===== src/rtl/mips32_pkg.sv =====
// Shared definitions for the MIPS32 issue-stage hazard scoreboard.
// Holds the opcode encodings used by the test programs, the architectural
// register address width and the scoreboard state encoding.
package mips32_pkg;

  localparam int REG_AW = 5;

  localparam logic [5:0] OP_ADD  = 6'b000000;
  localparam logic [5:0] OP_OR   = 6'b000011;
  localparam logic [5:0] OP_LW   = 6'b001000;
  localparam logic [5:0] OP_ADDI = 6'b001010;
  localparam logic [5:0] OP_HLT  = 6'b111111;

  typedef enum logic [1:0] {
    RUN    = 2'd0,
    DRAIN  = 2'd1,
    HALTED = 2'd2
  } sb_state_t;

endpackage


===== src/rtl/mips32_sb_cell.sv =====
// One scoreboard entry: a countdown of cycles until the register's pending
// result becomes readable, plus a flag recording whether the producer was a
// load (its value only exists at write-back, so it cannot be bypassed early).
module mips32_sb_cell
  import mips32_pkg::*;
#(
  parameter int WB_LAT = 3,
  parameter int CW     = $clog2(WB_LAT + 1)
) (
  input  logic          clk_i,
  input  logic          rst_i,
  input  logic          set_i,
  input  logic          is_load_i,
  output logic [CW-1:0] cnt_o,
  output logic          ld_o
);

  logic [CW-1:0] cnt_q, cnt_d;
  logic          ld_q,  ld_d;

  // A new producer reloads the full latency and wins over the decrement;
  // otherwise a nonzero count ticks down once per cycle.
  always_comb begin
    cnt_d = cnt_q;
    ld_d  = ld_q;
    if (set_i) begin
      cnt_d = CW'(WB_LAT);
      ld_d  = is_load_i;
    end else if (cnt_q != '0) begin
      cnt_d = cnt_q - CW'(1);
    end
  end

  // Entry storage, cleared on reset so nothing is pending after start-up.
  always_ff @(posedge clk_i) begin
    if (rst_i) begin
      cnt_q <= '0;
      ld_q  <= 1'b0;
    end else begin
      cnt_q <= cnt_d;
      ld_q  <= ld_d;
    end
  end

  assign cnt_o = cnt_q;
  assign ld_o  = ld_q;

endmodule


===== src/rtl/mips32_hazard_scoreboard.sv =====
// Issue-stage interlock between ID and EX of the pipelined MIPS32 core.
// Tracks in-flight register writes with per-register countdowns, stalls an
// instruction whose sources are not yet readable, and sequences the HLT
// drain (RUN -> DRAIN -> HALTED).
// Optional build macro MIPS32_SB_FORWARD_EN: an EX/MEM bypass exists, so only
// a load result in its first cycle after issue blocks a consumer.
module mips32_hazard_scoreboard
  import mips32_pkg::*;
#(
  parameter int NREGS  = 32,
  parameter int WB_LAT = 3,
  parameter int SCW    = 16
) (
  input  logic                     clk1_i,
  input  logic                     rst_i,
  input  logic                     issue_valid_i,
  input  logic [$clog2(NREGS)-1:0] issue_rs_i,
  input  logic [$clog2(NREGS)-1:0] issue_rt_i,
  input  logic                     issue_uses_rs_i,
  input  logic                     issue_uses_rt_i,
  input  logic                     issue_wr_en_i,
  input  logic [$clog2(NREGS)-1:0] issue_rd_i,
  input  logic                     issue_is_load_i,
  input  logic                     issue_halt_i,
  input  logic                     flush_i,
  output logic                     stall_o,
  output logic                     issue_fire_o,
  output logic                     halted_o,
  output logic [NREGS-1:0]         pending_mask_o,
  output logic [SCW-1:0]           stall_cycles_o
);

  localparam int AW = $clog2(NREGS);
  localparam int CW = $clog2(WB_LAT + 1);

  logic [CW-1:0]    cnt [NREGS];
  logic [NREGS-1:0] ld_vec;
  logic             rs_busy;
  logic             rt_busy;
  sb_state_t        state_q, state_d;
  logic [SCW-1:0]   stall_cycles_q, stall_cycles_d;

  // R0 is hard-wired zero, so it never has a pending write.
  assign cnt[0]    = '0;
  assign ld_vec[0] = 1'b0;

  for (genvar r = 1; r < NREGS; r++) begin : g_cell
    logic set_r;
    assign set_r = issue_fire_o && issue_wr_en_i && (issue_rd_i == AW'(r));

    mips32_sb_cell #(
      .WB_LAT (WB_LAT),
      .CW     (CW)
    ) u_cell (
      .clk_i     (clk1_i),
      .rst_i     (rst_i),
      .set_i     (set_r),
      .is_load_i (issue_is_load_i),
      .cnt_o     (cnt[r]),
      .ld_o      (ld_vec[r])
    );
  end

  // A register is pending for as long as its countdown is running.
  always_comb begin
    pending_mask_o = '0;
    for (int r = 0; r < NREGS; r++) begin
      pending_mask_o[r] = (cnt[r] != '0);
    end
  end

`ifdef MIPS32_SB_FORWARD_EN
  // With the bypass only a load in its first in-flight cycle is unavailable;
  // ALU results reach the consumer without a bubble.
  assign rs_busy = (issue_rs_i != '0) && ld_vec[issue_rs_i] &&
                   (cnt[issue_rs_i] == CW'(WB_LAT));
  assign rt_busy = (issue_rt_i != '0) && ld_vec[issue_rt_i] &&
                   (cnt[issue_rt_i] == CW'(WB_LAT));
`else
  // Without a bypass any pending write blocks the reader until write-back.
  logic unused_ld;
  assign unused_ld = ^ld_vec;
  assign rs_busy   = (issue_rs_i != '0) && (cnt[issue_rs_i] != '0);
  assign rt_busy   = (issue_rt_i != '0) && (cnt[issue_rt_i] != '0);
`endif

  // Stall on a source hazard or whenever the pipe is draining/halted; a
  // flush only suppresses this cycle's fire and leaves older writes in flight.
  always_comb begin
    stall_o      = issue_valid_i && ((state_q != RUN) ||
                                     (issue_uses_rs_i && rs_busy) ||
                                     (issue_uses_rt_i && rt_busy));
    issue_fire_o = issue_valid_i && !stall_o && !flush_i;
  end

  // HLT sequencing: only a HLT that actually fires starts the drain, and the
  // core reports halted once every in-flight write has landed.
  always_comb begin
    state_d = state_q;
    unique case (state_q)
      RUN:     if (issue_fire_o && issue_halt_i) state_d = DRAIN;
      DRAIN:   if (pending_mask_o == '0)         state_d = HALTED;
      HALTED:  state_d = HALTED;
      default: state_d = RUN;
    endcase
  end

  // Saturating count of stalled cycles for performance statistics.
  always_comb begin
    stall_cycles_d = stall_cycles_q;
    if (stall_o && (stall_cycles_q != '1)) begin
      stall_cycles_d = stall_cycles_q + SCW'(1);
    end
  end

  // State and statistics registers; reset from any state returns to RUN.
  always_ff @(posedge clk1_i) begin
    if (rst_i) begin
      state_q        <= RUN;
      stall_cycles_q <= '0;
    end else begin
      state_q        <= state_d;
      stall_cycles_q <= stall_cycles_d;
    end
  end

  assign halted_o       = (state_q == HALTED);
  assign stall_cycles_o = stall_cycles_q;

endmodule


===== config.mk =====
export PLATFORM = sky130hd
export DESIGN_NAME = mips32_hazard_scoreboard
export DESIGN_NICKNAME = d
export VERILOG_FILES = /design/src/rtl/mips32_pkg.sv /design/src/rtl/mips32_sb_cell.sv /design/src/rtl/mips32_hazard_scoreboard.sv
export SDC_FILE = /design/constraint.sdc
export NUM_CORES = 1
export LEC_CHECK = 0
export CORE_MARGIN = 2
export CORE_UTILIZATION = 30
export CTS_CLUSTER_SIZE = 16
export DETAILED_ROUTE_END_ITERATION = 12
export GPL_TIMING_DRIVEN = 0
export PLACE_DENSITY = 0.6
export RECOVER_POWER = 50
export SLEW_MARGIN = 20
export SYNTH_ARGS = -nofsm -noshare
export SYNTH_HDL_FRONTEND = slang
export SYNTH_SLANG_ARGS = --single-unit

===== constraint.sdc =====
create_clock -name clk1_i -period 4 [get_ports clk1_i]
set_input_delay 0.4 -clock clk1_i [delete_from_list [all_inputs] [get_ports clk1_i]]
set_output_delay 0.4 -clock clk1_i [all_outputs]
set_load 0.02 [all_outputs]

==> results.ini <==
[status]
status=finished clean

[timing]
tightest_slew_ns=1.39
grt_setup_unrepaired=false
hold_violations=0
max_slew_margin=0.0663
fin_skew_ns=0.00867
whs_ns=0.497
drv_slew=0
fin_crit_ns=3.81
fin_crit_sh=0.953
fmax_mhz=262
setup_viol=0

[synth]
yosysUniqueCellTypes=62
synthesis.nets=736
synthFlopType=dfxtp_1
syn-cell-area_um2=5340
ys_seq_elements=80
synth_edf_count=0
yosysSeqAreaShare=0.300
syn_area_per_cell_um2=7.89
async_flop_share=0
yosysWarningCount=0
syn_inst=677

[drt]
drcViolationCount=0
wl_um=17000
drtAntennaViolNets=0
firstDrtPassIters=5
wl_per_cell_um=17.3
via_per_inst=5.24
drt_iter0_markers=278
vias=5161

[grt]
grt_overflow=0
grt_pass1_vias=4728
track_usage=0.185
antenna_found_initial=0
grt_max_degree=20
grt_pass1_wl_um=26100

[worst_setup_path]
crit_required_ns=3.60
crit_arrival_ns=3.41
startpoint_type=input port
critPathMaxFanout=19
crit_path_start=issue_rs_i[2]
crit_chain=clkdlybuf4s50_1 > buf_6 > inv_1 > a311oi_1 > nor4bb_1 > nor3_1 > a211oi_4 > o21ai_2 > buf_6 > inv_1 > clkdlybuf4s50_1
slowest_delay_ns=0.59
endpoint_kind=output pin
timing.rr.start=state_q[0]
cp_slowest_cell=clkdlybuf4s50_1
worst-setup-path-type=input port to output pin

[floorplanning]
die_width_um=137
core_area_um2=17400
die_y_um=137
row_count=48
die_area_um2=18900
ios=75
start_util=0.308

[clocking]
cts_root_buf=clkbuf_16
cts_sinks=80
post_cts_buffers=0
numCtsBuffers=9
cts.clk_slew.worst_paths_ns=0.06
cts_tree=built
insertion_delay_ns=0.35
cts_max_level=3
cts_hold_buf=0
cts.path.max_buffers=2
cts_resized=1

[power]
power_frac_clock=0.188
combPwrFrac=0.536
p_sw_w=0.00195
power.internal_w=0.00268
power.density_nw_per_um2=701
swShare=0.422
peakVddDrop_v=0.000372
power_frac_seq=0.275
p_leak_nw=2.74

[layout]
drive_gt1_frac=0.0619
area_delta_synth_final_pct=23.6
antenna_cells=0
stdcell_area_um2=6600
finalNetCount=813

[place]
gp_congestion=0.965
dpl_cell_area_um2=6310
place_hpwl_um=12700
port-buffer-count=67

[flow_run]
max_cap_violations=0

[min_path]
worst_hold_startpoint=stall_cycles_o[11]
hold_class=register to register

cell usage after synthesis, types with 2 or more instances:
cell / number / area share
inv_1: 105 / 0.074
nor2_1: 98 / 0.069
dfxtp_1: 80 / 0.30
a21oi_1: 51 / 0.048
a31o_1: 46 / 0.075
ha_1: 35 / 0.082
clkbuf_1: 19 / 0.013
nand2_1: 17 / 0.012
nor3_1: 17 / 0.016
a32o_1: 16 / 0.030
xor2_1: 16 / 0.026
xnor2_1: 15 / 0.025
nor4_1: 11 / 0.013
or4_1: 11 / 0.015
nand4_1: 10 / 0.012
o31ai_1: 10 / 0.014
buf_6: 9 / 0.019
nand3_1: 9 / 0.0084
o21ai_0: 8 / 0.0075
a31oi_1: 6 / 0.0070
and3_1: 5 / 0.0059
buf_1: 5 / 0.0035
nor3b_1: 5 / 0.0070
a211o_1: 4 / 0.0066
a211oi_1: 4 / 0.0056
buf_2: 4 / 0.0037
nor2b_1: 4 / 0.0047
nor4b_1: 4 / 0.0066
a2111oi_0: 3 / 0.0049
a311oi_1: 3 / 0.0049
and3b_1: 3 / 0.0049
buf_4: 3 / 0.0042
nor3_2: 3 / 0.0056
o41ai_1: 3 / 0.0049
or3_1: 3 / 0.0035
and2_1: 2 / 0.0023
mux4_2: 2 / 0.0084
nand2b_1: 2 / 0.0023
nand3b_1: 2 / 0.0028
o311ai_0: 2 / 0.0033
power groups by stage:
stage / Clock (W) / Sequential, W / Combinational (W)
after floorplan: 0 / 0.00123 / 0.00178
after detailed placement: 0 / 0.00128 / 0.00255
after global routing: 0.000913 / 0.00131 / 0.00278
after global placement: 0 / 0.00128 / 0.00252
final: 0.000871 / 0.00127 / 0.00248
after CTS: 0.000886 / 0.00127 / 0.00257
critical path, delay by kind of cell:
family / cells / cell delay (ns)
simple gates: 2 / 0.53
buf+inv: 6 / 1.66
compound gates: 3 / 0.80
layout make-up:
type / count / area, µm²
multi-input cells: 451 / 3110
inverters: 106 / 398
repair buffers: 67 / 671
fillers: 1811 / 10800
well taps: 225 / 282
clock buffers: 11 / 253
clock inverters: 5 / 53.8
flip-flops and latches: 80 / 1600
plain buffers: 39 / 230
cells in the final DEF (no fill, tap or decap), drive strengths merged, types with 6 or more instances in the layout:
cell and instances:
a21oi 51, a31o 46, a31oi 6, a32o 16, buf 20, clkbuf 30, clkdlybuf4s50 19, dfxtp 80
dlygate4sd3 48, ha 35, inv 106, nand2 17, nand3 9, nand4 10, nor2 98, nor3 21
nor4 11, o21ai 9, o31ai 10, or4 11, xnor2 15, xor2 16
worst paths after layout:
check                           depth (start not counted)                         to  slack [ns]
worst min register to register                          2         stall_cycles_o[11]        0.50
worst max-delay path                                   11                    stall_o        0.19
worst max register to register                         10  g_cell[8].u_cell.cnt_o[0]        0.55
worst min-delay path                                    2         stall_cycles_o[11]        0.50
routing by layer:
layer	track usage	vias to the layer above	routed length, µm
met5	0	-	0
li1	-	2538	-
met3	0.0397	29	1220
met1	0.252	2430	8000
met4	0.0727	0	415
met2	0.286	164	7360
cell families after synthesis:
family	Yosys count	synth area share
buf+inv	146	0.118
flops	80	0.300
mux	3	0.0105
compound gates	169	0.236
fa+ha+maj	35	0.0819
simple gates	212	0.202
other cells	1	0.000702
xor+xnor	31	0.0508
per-stage QoR:
stage	setup WS [ns]	util	setup TNS, ns	std cells	total power [W]
after floorplan	1.32	-	0	677	0.00301
after global placement	-0.0922	0.363	-0.0922	969	0.00380
after detailed placement	-0.0850	0.364	-0.0850	969	0.00384
after CTS	0.209	0.381	0	984	0.00473
after global routing	0.0500	0.380	0	984	0.00500
final	0.188	0.380	0	984	0.00463
flip-flops by register name, indices dropped and copies added, names as in the netlist:
| register | cells |
|---|---|
| g_cell.u_cell.cnt_o | 62 |
| stall_cycles_o | 16 |
| state_q | 2 |
No activity file was read; power rests on OpenSTA's default activity.
